## config.mk

```make
export PLATFORM = sky130hd
export DESIGN_NAME = axil_cmd_master
export DESIGN_NICKNAME = d
export VERILOG_FILES = /design/src/rtl/axil_cmd_master.sv
export SDC_FILE = /design/constraint.sdc
export NUM_CORES = 1
export LEC_CHECK = 0
export ABC_AREA = 1
export BUFFER_PORTS_ARGS = -buffer_cell sky130_fd_sc_hd__buf_2
export CAP_MARGIN = 40
export CORE_ASPECT_RATIO = 0.9
export CORE_MARGIN = 2
export CORE_UTILIZATION = 45
export DETAILED_ROUTE_END_ITERATION = 6
export HOLD_SLACK_MARGIN = 0.06
export PLACE_DENSITY = 0.78
export SYNTH_ARGS = -nofsm -noshare
export SYNTH_HDL_FRONTEND = slang
export SYNTH_SLANG_ARGS = --single-unit
```

## constraint.sdc

```tcl
create_clock -name clk -period 9.4 [get_ports clk]
set_input_delay 1.41 -clock clk [delete_from_list [all_inputs] [get_ports clk]]
set_output_delay 1.41 -clock clk [all_outputs]
set_load 0.03 [all_outputs]
```

## src/rtl/axil_cmd_master.sv

```systemverilog
// Single-outstanding AXI-Lite master: one cmd -> one AXI-Lite txn -> one rsp; write rsp 3 cycles after accept at best.
// Backpressure: cmd_ready stays low from accept until the response is taken; rsp payload holds until rsp_ready.
module axil_cmd_master #(
   parameter int ADDR_WIDTH = 32,
   parameter int DATA_WIDTH = 32,
   parameter int TIMEOUT    = 256
) (
   input  logic                  clk,
   input  logic                  reset,
   input  logic                  cmd_valid,
   output logic                  cmd_ready,
   input  logic                  cmd_write,
   input  logic [ADDR_WIDTH-1:0] cmd_addr,
   input  logic [DATA_WIDTH-1:0] cmd_wdata,
   output logic                  rsp_valid,
   input  logic                  rsp_ready,
   output logic                  rsp_write,
   output logic [DATA_WIDTH-1:0] rsp_rdata,
   output logic [1:0]            rsp_resp,
   output logic                  rsp_timeout,
   output logic [ADDR_WIDTH-1:0] m_awaddr,
   output logic                  m_awvalid,
   input  logic                  m_awready,
   output logic [DATA_WIDTH-1:0] m_wdata,
   output logic                  m_wvalid,
   input  logic                  m_wready,
   input  logic [1:0]            m_bresp,
   input  logic                  m_bvalid,
   output logic                  m_bready,
   output logic [ADDR_WIDTH-1:0] m_araddr,
   output logic                  m_arvalid,
   input  logic                  m_arready,
   input  logic [DATA_WIDTH-1:0] m_rdata,
   input  logic [1:0]            m_rresp,
   input  logic                  m_rvalid,
   output logic                  m_rready
);

   localparam int            CW       = (TIMEOUT > 1) ? $clog2(TIMEOUT) : 1;
   localparam logic [CW-1:0] CNT_LAST = CW'((TIMEOUT > 0) ? TIMEOUT - 1 : 0);
   localparam bit            TO_EN    = (TIMEOUT > 0);

   typedef enum logic [2:0] {IDLE, WR_AW_W, WR_B, RD_AR, RD_R, RSP} state_t;

   state_t                state_q, state_d;
   logic                  cmd_ready_q, cmd_ready_d;
   logic [ADDR_WIDTH-1:0] addr_q, addr_d;
   logic [DATA_WIDTH-1:0] wdata_q, wdata_d;
   logic                  awvalid_q, awvalid_d;
   logic                  wvalid_q, wvalid_d;
   logic                  bready_q, bready_d;
   logic                  arvalid_q, arvalid_d;
   logic                  rready_q, rready_d;
   logic [CW-1:0]         cnt_q, cnt_d;
   logic                  rsp_valid_q, rsp_valid_d;
   logic                  rsp_write_q, rsp_write_d;
   logic [DATA_WIDTH-1:0] rsp_rdata_q, rsp_rdata_d;
   logic [1:0]            rsp_resp_q, rsp_resp_d;
   logic                  rsp_timeout_q, rsp_timeout_d;

   always_comb begin
      state_d       = state_q;
      cmd_ready_d   = cmd_ready_q;
      addr_d        = addr_q;
      wdata_d       = wdata_q;
      awvalid_d     = awvalid_q;
      wvalid_d      = wvalid_q;
      bready_d      = bready_q;
      arvalid_d     = arvalid_q;
      rready_d      = rready_q;
      cnt_d         = cnt_q;
      rsp_valid_d   = rsp_valid_q;
      rsp_write_d   = rsp_write_q;
      rsp_rdata_d   = rsp_rdata_q;
      rsp_resp_d    = rsp_resp_q;
      rsp_timeout_d = rsp_timeout_q;
      case (state_q)
         IDLE: begin
            cmd_ready_d = 1'b1;
            if (cmd_valid && cmd_ready_q) begin
               cmd_ready_d = 1'b0;
               addr_d      = cmd_addr;
               wdata_d     = cmd_wdata;
               rsp_write_d = cmd_write;
               if (cmd_write) begin
                  awvalid_d = 1'b1;
                  wvalid_d  = 1'b1;
                  state_d   = WR_AW_W;
               end else begin
                  arvalid_d = 1'b1;
                  state_d   = RD_AR;
               end
            end
         end
         WR_AW_W: begin
            // Each channel retires on its own handshake and is never re-raised.
            if (awvalid_q && m_awready) awvalid_d = 1'b0;
            if (wvalid_q && m_wready)   wvalid_d  = 1'b0;
            if (!awvalid_d && !wvalid_d) begin
               bready_d = 1'b1;
               cnt_d    = '0;
               state_d  = WR_B;
            end
         end
         WR_B: begin
            if (m_bvalid && bready_q) begin
               bready_d      = 1'b0;
               rsp_resp_d    = m_bresp;
               rsp_rdata_d   = '0;
               rsp_timeout_d = 1'b0;
               rsp_valid_d   = 1'b1;
               state_d       = RSP;
            end else if (TO_EN && cnt_q == CNT_LAST) begin
               bready_d      = 1'b0;
               rsp_resp_d    = 2'b10;
               rsp_rdata_d   = '0;
               rsp_timeout_d = 1'b1;
               rsp_valid_d   = 1'b1;
               state_d       = RSP;
            end else begin
               cnt_d = cnt_q + CW'(1);
            end
         end
         RD_AR: begin
            if (m_arready) begin
               arvalid_d = 1'b0;
               rready_d  = 1'b1;
               cnt_d     = '0;
               state_d   = RD_R;
            end
         end
         RD_R: begin
            if (m_rvalid && rready_q) begin
               rready_d      = 1'b0;
               rsp_resp_d    = m_rresp;
               rsp_rdata_d   = m_rdata;
               rsp_timeout_d = 1'b0;
               rsp_valid_d   = 1'b1;
               state_d       = RSP;
            end else if (TO_EN && cnt_q == CNT_LAST) begin
               rready_d      = 1'b0;
               rsp_resp_d    = 2'b10;
               rsp_rdata_d   = '0;
               rsp_timeout_d = 1'b1;
               rsp_valid_d   = 1'b1;
               state_d       = RSP;
            end else begin
               cnt_d = cnt_q + CW'(1);
            end
         end
         RSP: begin
            if (rsp_ready) begin
               rsp_valid_d = 1'b0;
               cmd_ready_d = 1'b1;
               state_d     = IDLE;
            end
         end
         default: state_d = IDLE;
      endcase
   end

   always_ff @(posedge clk or posedge reset) begin
      if (reset) begin
         state_q       <= IDLE;
         cmd_ready_q   <= 1'b0;
         addr_q        <= '0;
         wdata_q       <= '0;
         awvalid_q     <= 1'b0;
         wvalid_q      <= 1'b0;
         bready_q      <= 1'b0;
         arvalid_q     <= 1'b0;
         rready_q      <= 1'b0;
         cnt_q         <= '0;
         rsp_valid_q   <= 1'b0;
         rsp_write_q   <= 1'b0;
         rsp_rdata_q   <= '0;
         rsp_resp_q    <= 2'b00;
         rsp_timeout_q <= 1'b0;
      end else begin
         state_q       <= state_d;
         cmd_ready_q   <= cmd_ready_d;
         addr_q        <= addr_d;
         wdata_q       <= wdata_d;
         awvalid_q     <= awvalid_d;
         wvalid_q      <= wvalid_d;
         bready_q      <= bready_d;
         arvalid_q     <= arvalid_d;
         rready_q      <= rready_d;
         cnt_q         <= cnt_d;
         rsp_valid_q   <= rsp_valid_d;
         rsp_write_q   <= rsp_write_d;
         rsp_rdata_q   <= rsp_rdata_d;
         rsp_resp_q    <= rsp_resp_d;
         rsp_timeout_q <= rsp_timeout_d;
      end
   end

   assign cmd_ready   = cmd_ready_q;
   assign rsp_valid   = rsp_valid_q;
   assign rsp_write   = rsp_write_q;
   assign rsp_rdata   = rsp_rdata_q;
   assign rsp_resp    = rsp_resp_q;
   assign rsp_timeout = rsp_timeout_q;
   assign m_awaddr    = addr_q;
   assign m_awvalid   = awvalid_q;
   assign m_wdata     = wdata_q;
   assign m_wvalid    = wvalid_q;
   assign m_bready    = bready_q;
   assign m_araddr    = addr_q;
   assign m_arvalid   = arvalid_q;
   assign m_rready    = rready_q;

endmodule

```

== Yosys cells after proc, flatten, opt, wreduce, memory -nomap -nowiden ==
Cells that the tools add are included.
Word-level totals
  bits in registers: 118
  output and inout bits: 139
  logic and storage cells: 112
Cells by class
  add/subtract/negate cells: 1
  equal/unequal tests: 16
  mux-type cells: 54
  reductions and logical operators: 26
Operators with widths (count)
  32-bit 2-to-1 mux: 3
  32-bit case mux with 2 select lines: 1
  8-bit 2-to-1 mux: 5
  8-bit case mux with 4 select lines: 1
  1-bit 2-to-1 mux: 23
  3-bit 2-to-1 mux: 7
  3-bit case mux with 6 select lines: 1
  2-bit inequality test (second input constant): 8
  1-bit case mux with 2 select lines: 7
  2-bit nonzero test: 6
  3-bit AND reduction: 3
  8-bit by 1-bit adder with 8-bit output (second input constant): 1
  8-bit equality test (second input constant): 1
  2-bit 2-to-1 mux: 4
  4-bit AND reduction: 2
  3-bit by 2-bit equality test with 1-bit output (second input constant): 2
  3-bit equality test (second input constant): 2
  1-bit logical AND: 6
  3-bit inequality test (second input constant): 2
  2-bit AND reduction: 3
  5-bit AND reduction: 1
  2-bit case mux with 2 select lines: 1
  4-bit nonzero test: 1
  3-bit by 1-bit equality test with 1-bit output (second input constant): 1
  other kinds (4): 5

== Logic depth before layout (Yosys ltp) ==
Gate-level depths: netlist of run 1.
  depth in word-level cells: 7
  gate-level depth with buffers: 9

== Worst setup path before layout of run 1 ==
OpenSTA, ideal clock, no wires.
  path type: input -> register
  start point: input port m_rvalid
  end point: register rsp_rdata_q[29] (netlist: rsp_rdata[29])
  setup time: 85 ps
  data arrival time: 2275 ps
  slack: 7040 ps
  stages on the path: 8
  buffers on the path: 1
  cells stage by stage: nand2_1 inv_1 nand3_1 nand2_1 a21oi_4 buf_4 nand2_1 o21ai_0
Between the ends
  longest elaborated chain between the ends: 3
RTL lines
  start, declared: RTL line 35  | input logic m_rvalid,
  1-bit logical AND: RTL line 133  | if (m_rvalid && rready_q) begin
  32-bit 2-to-1 mux: RTL line 133
  32-bit case mux with 2 select lines: RTL line 77  | case (state_q)
  end signal, assigned: RTL line 192  | rsp_rdata_q <= rsp_rdata_d;
  end, declared: RTL line 57  | logic [DATA_WIDTH-1:0] rsp_rdata_q, rsp_rdata_d;
No other way between the ends.
A chain may end at the register's enable or synchronous reset.

== Worst setup path in the final report of run 1 ==
  start point: input port m_rvalid
  end point: register rsp_rdata_q[9] (netlist: rsp_rdata[9])
Same word-level chain as after synthesis.

==> results of run 1 <==
==> layout make-up <==
type / count / share of cell area
clock buffers: 23 / 0.0683
flip-flops and latches: 118 / 0.422
repair buffers: 254 / 0.190
well taps: 156 / 0.0279
clock inverters: 9 / 0.0177
multi-input cells: 402 / 0.242
inverters: 60 / 0.0325
==> worst reg2reg max path: stages (launching register included) <==
cell and delay [ns]:
dfrtp_1 0.54, nor2_4 0.08, nand3_1 0.41, nand2_1 0.20
a21oi_4 0.29, buf_12 0.23, nand2_1 0.10, o21ai_0 0.09
==> worst paths after layout <==
kind                             startpoint             to  slack [ns]  cells past startpoint
worst max-delay path               m_rvalid   rsp_rdata[9]        6.83                      9
worst min-delay path            m_wdata[20]    m_wdata[20]        0.46                      2
worst max register to register   state_q[0]   rsp_rdata[9]        7.37                      7
worst min register to register  m_wdata[20]    m_wdata[20]        0.46                      2
max in group asynchronous             reset  rsp_rdata[15]        7.23                      4
min in group asynchronous             reset    m_wdata[14]        1.07                      2
==> logic make-up after synthesis <==
kind of cell / Yosys count / synth area share
simple gates: 348 / 0.264
buf+inv: 114 / 0.111
xor+xnor: 2 / 0.00336
compound gates: 51 / 0.0530
flops: 118 / 0.566
fa+ha+maj: 1 / 0.00240
==> Yosys cell counts, drive strengths merged <==
| master | count |
|---|---|
| nand2 | 291 |
| nand4 | 4 |
| o21bai | 3 |
| clkinv | 1 |
| xor2 | 2 |
| nor2 | 27 |
| a21oi | 7 |
| ha | 1 |
| inv | 59 |
| o21ai | 40 |
| clkbuf | 7 |
| nand3 | 24 |
| buf | 47 |
| nor3 | 2 |
| dfrtp | 118 |
| o21a | 1 |
==> where the power goes <==
group	switching [µW]	total (µW)	internal [µW]
logic	969	1320	352
clock network	216	652	436
registers	141	866	724
total	1330	2840	1510
==> layer usage <==
metal	part of all wire	up-vias	GRT usage
li1	-	2334	-
met1	0.41	2100	0.276
met2	0.48	231	0.362
met3	0.091	19	0.0740
met4	0.016	0	0.0723
met5	0	-	0
==> flip-flops by register name (all words and copies together), names as in the netlist <==
register and cells:
m_wdata 32, m_wvalid 1, rsp_valid 1, rsp_resp 2, m_bready 1, rsp_rdata 32, cmd_ready 1, m_awvalid 1
m_arvalid 1, m_rready 1, rsp_write 1, cnt_q 8, rsp_timeout 1, state_q 3, m_araddr 32
==> per-stage QoR <==
stage          cells  hold WS, ns  setup slack, ns
2_1_floorplan    634        0.486             4.86
3_3_place_gp     986        0.450             5.36
3_5_place_dp     990        0.453             6.42
4_1_cts         1022        0.467             6.84
5_1_grt         1022        0.481             6.69
6_report        1022        0.462             6.83
==> qor.txt, run 1 <==
Status: finished, final reports clean
Clk Latency, worst-skew pair: 0.40 ns
CTS tree: done
Post-Syn Instances: 634
CTS max path bufs: 2
CTS Buf Count: 17
Cts hold-fix bufs: 0
Startpoint Class: primary input
PostCTS Resize Cnt: 0
Final Util: 0.615
Worst-path maximum fanout: 37
Core ar.: 0.0114 mm²
DRT iter0 DRCs: 332
Largest net degree at the start of global routing: 67
Crit-path leading delay family: simple AND/OR/NAND/NOR gates
Placement Cell Area: 0.00640 mm²
#FFs+latches synth: 118
Mean post-synth cell area: 8.23 µm²
Post-synthesis sequential area ratio: 0.566
Sequential Area: 0.00295 mm²
Area of the multi-input gates: 0.00169 mm²
Synth Cell Area: 0.00522 mm²
Total track usage: 0.220
Routability cong.: 0.845
Post-Route Skew: 0.0157 ns
Via count: 4,684
Final min period: 2.57 ns
Pins Over Slew Limit: 0
Clk slew on worst S/H paths: 0.05 ns
Final hold viol count: 0
Antenna Cells: 0
IR drop worst, VDD: 0.000180 V
Final setup violation count: 0
Top cells by area, synth: dfrtp_1 (57%), nand2_1 (21%), buf_4 (5.3%)
Worst path cell trace: buf_2 -> nand2_1 -> inv_1 -> nand3_1 -> nand2_1 -> a21oi_4 -> buf_12 -> nand2_1 -> o21ai_0
Routed length per instance: 13.1 µm
Dpl hpwl: 9870 µm
RSZ-0062 raised after global routing: no
Final net count: 964
IO Port Bufs: 248
Total negative slack: 0 ns
Max stage delay on crit path: 0.36 ns
DR pass1 iterations: 6
CTS Root Cell: clkbuf_16
Die height: 106 µm
Worst Max-Slew Pin Slew: 0.667 ns
Synth warnings: 0
Post-Syn Nets: 745
Layout cells sized above 1: 0.338
Layout area overhead: 34.2%
CP Buf/Inv Count: 3
CP max-delay cell: nand3_1
FP Rows: 37
Power, Total: 2840 µW
CTS H-Tree Depth: 4
Yosys top cell by area: dfrtp_1
Post-synth top area share: 0.566
Antenna violations before repair: 0
Post-route cell area: 0.00700 mm²
Crit share post-route: 0.274
GRT overflow: 0
P_leak: 0.00420 µW
Final ANT Viol Nets: 0
Post-CTS Setup Bufs: 0
Max-cap violations: 0
Fmax: 0.389 GHz
Worst EP arrival: 2.88 ns
Kind of critical path: in -> reg
Fillers: 1,010
Slew margin rel.: 0.556
Number of global-route vias before repair: 4,369
Min-Delay Path Class: reg -> reg
Power Dens Cells: 405 mW/mm²
Die footprint: 0.0125 mm²
Worst EP required: 9.70 ns
CTS sink count: 118
DR DRC count: 0
Drt via density: 4.58
Die span in x: 118 µm
Most frequent cells in the layout: nand2_1 (289), buf_2 (248), dfrtp_1 (118), inv_1 (56), o21ai_0 (35)
Crit end category: register
First-pass GRT wire length: 21,800 µm
Commonest non-fill, non-tap cell in the layout: nand2_1
Worst path most repeated cell: nand2_1
Post-synth cell types: 24
Detailed Route WL: 13,400 µm
I/O pins: 249
Initial Util: 0.458
Note: power is estimated with default switching activity, not from simulation.
==> inputs of run 2 (changes only) <==
- CORE_UTILIZATION: 45 -> 42
- PLACE_DENSITY: 0.78 -> 0.76
- clock period: 9.4 -> 2.3 ns (I/O delays scaled with it)
==> run 2 against run 1 <==
Compared with the run above: clock skew is 0.0095 ns lower; flip-flop and latch count stayed put; critical path depth down 1; routed wire length fell by 2.9%; sequential power grew to 4.1 times the previous value; largest cell class unchanged.
==> qor.txt, run 2 (same netlist as run 1, synthesis figures left out) <==
Internal power: 6130 µW (+310%)
Post-route insts no fill: 1,026 (+0.39%)
Total track usage: 0.199 (-0.0207)
Post-CTS Setup Bufs: 0 (unchanged)
CTS Buf Count: 17 (unchanged)
Antenna violations before repair: 1 (+1)
Fillers: 1,088 (+7.7%)
Antenna Cells: 0 (unchanged)
Layout cells sized above 1: 0.342 (+0.00346)
Via count: 4,694 (+0.21%)
Power, Total: 11,600 µW (+310%)
DRT iter0 DRCs: 289 (-13%)
CTS Root Cell: clkbuf_16
Startpoint Class: register
Sw frac: 0.471 (+0.00393)
CTS max path bufs: 2 (unchanged)
Worst path most repeated cell: nand2_1
Commonest non-fill, non-tap cell in the layout: nand2_1
Dpl hpwl: 9380 µm (-5.0%)
RSZ-0062 raised after global routing: no
Area of the multi-input gates: 0.00169 mm² (unchanged)
Setup slack after placement: 0.526 ns (-5.90 ns)
Crit share post-route: 0.773
Worst EP required: 2.59 ns (-7.11 ns)
Slew margin rel.: 0.557 (+0.00177)
Final min period: 1.78 ns
Die height: 110 µm (+3.4%)
Psw: 5460 µW (+310%)
Worst-path maximum fanout: 19 (-49%)
Power Dens Cells: 1660 mW/mm² (+310%)
Worst Max-Slew Pin Slew: 0.664 ns (-0.00265 ns)
I/O pins: 249 (unchanged)
GRT overflow: 0 (unchanged)
Die span in x: 121 µm (+3.4%)
CP max-delay cell: dfrtp_1
Number of global-route vias before repair: 4,345 (-0.55%)
Post-Route Skew: 0.00626 ns (-0.00947 ns)
Fmax: 0.562 GHz
Final ANT Viol Nets: 0 (unchanged)
Worst EP arrival: 2.07 ns (-0.81 ns)
PostCTS Resize Cnt: 0 (unchanged)
Final setup violation count: 0 (unchanged)
Sequential Area: 0.00295 mm² (unchanged)
First-pass GRT wire length: 20,700 µm (-4.9%)
Max-cap violations: 0 (unchanged)
Hold Slack: 0.0909 ns (-0.371 ns)
Routability cong.: 0.797 (-5.6%)
Post-route setup slack: 0.521 ns (-6.31 ns)
Detailed Route WL: 13,000 µm (-2.9%)
Part of the power in the clock network: 0.234 (+0.004)
Combinational Power Share: 0.463 (-0.002)
Worst path cell trace: nor2_4 -> nand2_1 -> nand2_4 -> a21oi_4 -> buf_4 -> nand2_2 -> nand2_1 -> nand2_1
Cts hold-fix bufs: 0 (unchanged)
Sequential power share: 0.303 (-0.002)
Largest net degree at the start of global routing: 119 (+78%)
DR pass1 iterations: 5 (-1)
IR drop worst, VDD: 0.000787 V (+340%)
Final net count: 964 (unchanged)
Most frequent cells in the layout: nand2_1 (289), buf_2 (248), dfrtp_1 (118), inv_1 (56), o21ai_0 (35)
CTS tree: done
P_leak: 0.00418 µW (-0.51%)
Status: finished, final reports clean
Total negative slack: 0 ns (unchanged)
IO Port Bufs: 248 (unchanged)
Core ar.: 0.0121 mm² (+6.0%)
Final hold viol count: 0 (unchanged)
Max stage delay on crit path: 0.53 ns (+0.17 ns)
Kind of critical path: reg -> reg
DR DRC count: 0 (unchanged)
FP Rows: 38 (+2.7%)
Die footprint: 0.0133 mm² (+6.9%)
Layout area overhead: 34.1% (about the same)
Min-Delay Path Class: in -> async
Placed cells: 994 (+0.40%)
CTS sink count: 118 (unchanged)
Initial Util: 0.432 (-0.0261)
Clk slew on worst S/H paths: 0.06 ns (about the same)
CTS H-Tree Depth: 4 (unchanged)
Clk Latency, worst-skew pair: 0.40 ns (about the same)
Pins Over Slew Limit: 0 (unchanged)
Drt via density: 4.58 (-0.18%)
Routed length per instance: 12.7 µm (-3.3%)
Crit end category: register
run 2: cell types whose count changed in the layout (fill, tap and decap cells not counted), moves of 2 or more:
cell / before / now
clkbuf_1: 3 / 0
clkinv_2: 5 / 3
inv_6: 0 / 5
clkbuf_8: 3 / 1
clkinvlp_4: 0 / 4
buf_4: 2 / 4
run 2: path summary, 6_finish.rpt:
| path | from | endpoint | slack [ns] | depth (start not counted) |
|---|---|---|---|---|
| worst min register to register | m_wdata[16] | m_wdata[16] | 0.46 | 2 |
| worst min-delay path | reset | m_wdata[5] | 0.09 | 3 |
| min in group clk | cmd_wdata[26] | m_wdata[26] | 0.14 | 3 |
| max in group asynchronous | reset | m_araddr[8] | 1.67 | 3 |
| worst max-delay path | state_q[0] | cnt_q[0] | 0.52 | 8 |
| worst max register to register | state_q[0] | cnt_q[0] | 0.52 | 8 |
run 2: area by class of cell:
| type | count | area share |
|---|---|---|
| sequential | 118 | 0.422 |
| multi-input combinational | 402 | 0.242 |
| timing repair buffer | 254 | 0.187 |
| clock buffer | 18 | 0.0628 |
| inverter | 60 | 0.0327 |
| tap | 160 | 0.0286 |
| clock inverter | 14 | 0.0245 |
run 2: critical path, delay by kind of cell (launching register included):
family | cells | cell delay, ns
AOI/OAI and AO/OA | 1 | 0.16
buffers and inverters | 1 | 0.25
DFF | 1 | 0.53
and+or+nand+nor | 6 | 0.74
run 2: power by group through the flow:
stage | clock network (µW) | registers, µW | logic (µW)
5_1_grt | 2890 | 3640 | 5830
4_1_cts | 2780 | 3520 | 5430
6_report | 2720 | 3510 | 5360
3_5_place_dp | 0 | 3520 | 5430
2_1_floorplan | 0 | 5150 | 2470
3_3_place_gp | 0 | 3510 | 5320
run 2: through the flow:
stage                util  instance area [µm²]
floorplan               -                 5220
global placement    0.527                 6370
detailed placement  0.529                 6390
CTS                 0.579                 7000
global route        0.579                 7000
finish              0.579                 7000
run 2: routing by layer:
layer	wire [µm]	part of all wire	GRT usage
met1	5260	0.40	0.232
met3	1160	0.089	0.0747
met4	163	0.013	0.0624
met2	6410	0.49	0.344
met5	13	0.0010	0
==> inputs of run 3 (changes only) <==
- ABC_AREA: 1 -> 0
- CORE_UTILIZATION: 42 -> 45
- PLACE_DENSITY: 0.76 -> 0.78
- clock period: 2.3 -> 1.7 ns (I/O delays scaled with it)
==> run 3 against run 2 <==
Compared with the run above: the flow now finishes with violations (negative setup slack); via count decreased by 5.9%; die area is 8.6% lower; clock skew grew 0.0020 ns; power up 54%; critical path depth decreased by 3; first-iteration DRC count increased by 6.6%; flip-flop and latch count stayed put; non-clock buffer count rose by 80; critical path type unchanged; largest power group unchanged.
==> qor.txt, run 3 <==
GRT overflow: 0 (unchanged)
Post-synth top cells: dfrtp_1 (118), mux2_1 (65), buf_4 (36)
Initial Util: 0.465 (+0.0334)
Die span in x: 116 µm (-4.4%)
Reg2reg path depth: 5 (-3)
Most frequent cell after synthesis: dfrtp_1
Worst Max-Slew Pin Slew: 0.327 ns (-0.337 ns)
Dpl hpwl: 9560 µm (+2.0%)
Post-Syn Instances: 381 (-40%)
Status: finished with violations
Top cells by area, synth: dfrtp_1 (58%), mux2_1 (14%), a22o_1 (5.7%)
Worst path depth: 5 (-3)
Most used DFF post-synth: dfrtp_1
Final min period: 1.72 ns (-0.0620 ns)
Final ANT Viol Nets: 0 (unchanged)
CTS tree: done
Kind of critical path: reg -> reg
Antenna violations before repair: 0 (-1)
CTS max path bufs: 2 (unchanged)
Fmax: 0.583 GHz (+3.6%)
Final net count: 794 (-18%)
Via count: 4,415 (-5.9%)
Total track usage: 0.229 (+0.0292)
RSZ-0062 raised after global routing: yes
Pins Over Slew Limit: 0 (unchanged)
Violated checks: negative setup slack
Final Util: 0.729 (+0.149)
Routed length per instance: 18.9 µm (+49%)
Yosys top cell by area: dfrtp_1
Post-Route Skew: 0.00824 ns (+0.00197 ns)
Detailed Route WL: 16,000 µm (+23%)
IO Port Bufs: 248 (unchanged)
Number of global-route vias before repair: 4,332 (-0.30%)
First-pass GRT wire length: 21,500 µm (+4.0%)
Power Dens Cells: 2240 mW/mm² (+35%)
IR drop worst, VDD: 0.00121 V (+53%)
Clk slew on worst S/H paths: 0.05 ns (about the same)
Largest net degree at the start of global routing: 63 (-47%)
Synth async-reset ratio: 1.00 (unchanged)
DRT iter0 DRCs: 308 (+6.6%)
P_leak: 0.00411 µW (-1.7%)
Synth Cell Area: 0.00509 mm² (-2.4%)
Final hold viol count: 0 (unchanged)
Final setup violation count: 11 (+11)
DR pass1 iterations: 4 (-1)
Crit end category: register
Min-Delay Path Class: in -> reg
Commonest non-fill, non-tap cell in the layout: buf_2
Layout area overhead: 56.6%
Worst EP arrival: 2.00 ns (-0.07 ns)
Post-synth top area share: 0.580 (+0.0136)
Layout cells sized above 1: 0.563 (+0.221)
CTS sink count: 118 (unchanged)
Area of the multi-input gates: 0.00200 mm² (+18%)
Crit-path leading delay family: simple AND/OR/NAND/NOR gates
Post-synthesis sequential area ratio: 0.580 (+0.0136)
CTS Root Cell: clkbuf_16
CP Buf/Inv Count: 2 (+1)
Crit share post-route: 1.01 (+0.236)
CTS Buf Count: 17 (unchanged)
Startpoint Class: register
Die height: 105 µm (-4.4%)
Total negative slack: -0.0782 ns (-0.0782 ns)
Worst path cell trace: buf_6 -> nor3_4 -> and2_4 -> clkbuf_16 -> mux2_1
Routability cong.: 0.823 (+3.3%)
#FFs+latches synth: 118 (unchanged)
Post-Syn Nets: 492 (-34%)
Worst EP required: 1.98 ns (-0.61 ns)
Most frequent cells in the layout: buf_2 (248), dfrtp_1 (115), mux2_4 (45), dlygate4sd3_1 (41), a22o_1 (33)
CTS H-Tree Depth: 4 (unchanged)
Hold depth: 2
Setup slack after placement: -0.0650 ns (-0.591 ns)
Mean post-synth cell area: 13.4 µm² (+62%)
Worst-path maximum fanout: 9 (-10)
Core ar.: 0.0109 mm² (-9.4%)
Fillers: 707 (-35%)
Clk Latency, worst-skew pair: 0.41 ns (about the same)
Drt via density: 5.21 (+14%)
I/O pins: 249 (unchanged)
Post-synth cell types: 48 (+100%)
Synth warnings: 0 (unchanged)
FP Rows: 36 (-5.3%)
Number of synthesized flops with an enable pin: 0 (unchanged)
Antenna Cells: 0 (unchanged)
Max-cap violations: 0 (unchanged)
Max stage delay on crit path: 0.44 ns (-0.09 ns)
Sequential Area: 0.00296 mm² (+0.13%)
Die footprint: 0.0122 mm² (-8.6%)
DR DRC count: 0 (unchanged)
Slew margin rel.: 0.782 (+0.225)
Post-route setup slack: -0.0166 ns (-0.538 ns)
Hold Slack: 0.0756 ns (-0.0153 ns)
CP max-delay cell: dfrtp_2
run 3: cell families (layout without fill, tap and decap cells):
group                      count (synthesis)  in the layout  share of synthesized area
AOI/OAI and AO/OA                         81             81                      0.128
xor gates and xnor gates                   1              1                    0.00319
adders and majority gates                  1              1                    0.00246
buffers and inverters                     57            371                     0.0796
DFF                                      118            118                      0.580
muxes                                     65             65                      0.144
and+or+nand+nor                           58             59                     0.0636
run 3: final cells by class:
type	count	share of cell area
Sequential cell	118	0.371
Clock inverter	7	0.0144
Multi-Input combinational cell	207	0.251
Timing Repair Buffer	334	0.273
Tap cell	152	0.0238
Clock buffer	25	0.0646
Inverter	5	0.00282
run 3: report_power, final:
part,total [µW],leakage (µW),internal (µW),switching (µW)
combinational,9190,0.00234,3570,5610
sequential,4920,0.00147,4050,867
clock,3750,0.000306,2540,1210
total,17900,0.00411,10200,7700
run 3: routing by layer:
layer | up-vias | routed length (µm) | track usage
met2 | 180 | 8690 | 0.403
met1 | 2225 | 6270 | 0.259
met3 | 26 | 810 | 0.0725
li1 | 1984 | - | -
met5 | - | 0 | 0
met4 | 0 | 254 | 0.0782
run 3: what timing repair did:
action	CTS	global route
setup endpoints to repair	107	111
resized for setup	9	68
cloned	0	8
pin swaps	1	13
hold endpoints to repair	154	4
buffers inserted	0	4
hold buffers	37	4
run 3: path summary, 6_finish.rpt:
| kind | slack (ns) | to | from |
|---|---|---|---|
| setup reg to reg | -0.02 | m_araddr[4] | state_q[2] |
| max in group asynchronous | 0.88 | state_q[2] | reset |
| setup / recovery | -0.02 | m_araddr[4] | state_q[2] |
| hold reg to reg | 0.48 | m_wdata[24] | m_wdata[24] |
| hold / removal | 0.08 | m_araddr[26] | cmd_addr[26] |
| min in group asynchronous | 0.52 | m_araddr[24] | reset |
run 3: metrics by stage:
stage | std cells | area (µm²) | total power (µW)
after global routing | 848 | 7980 | 18600
after global placement | 763 | 6460 | 12500
after detailed placement | 763 | 6460 | 12700
final | 848 | 7980 | 17900
after floorplan | 381 | 5100 | 10600
after CTS | 832 | 7500 | 16600
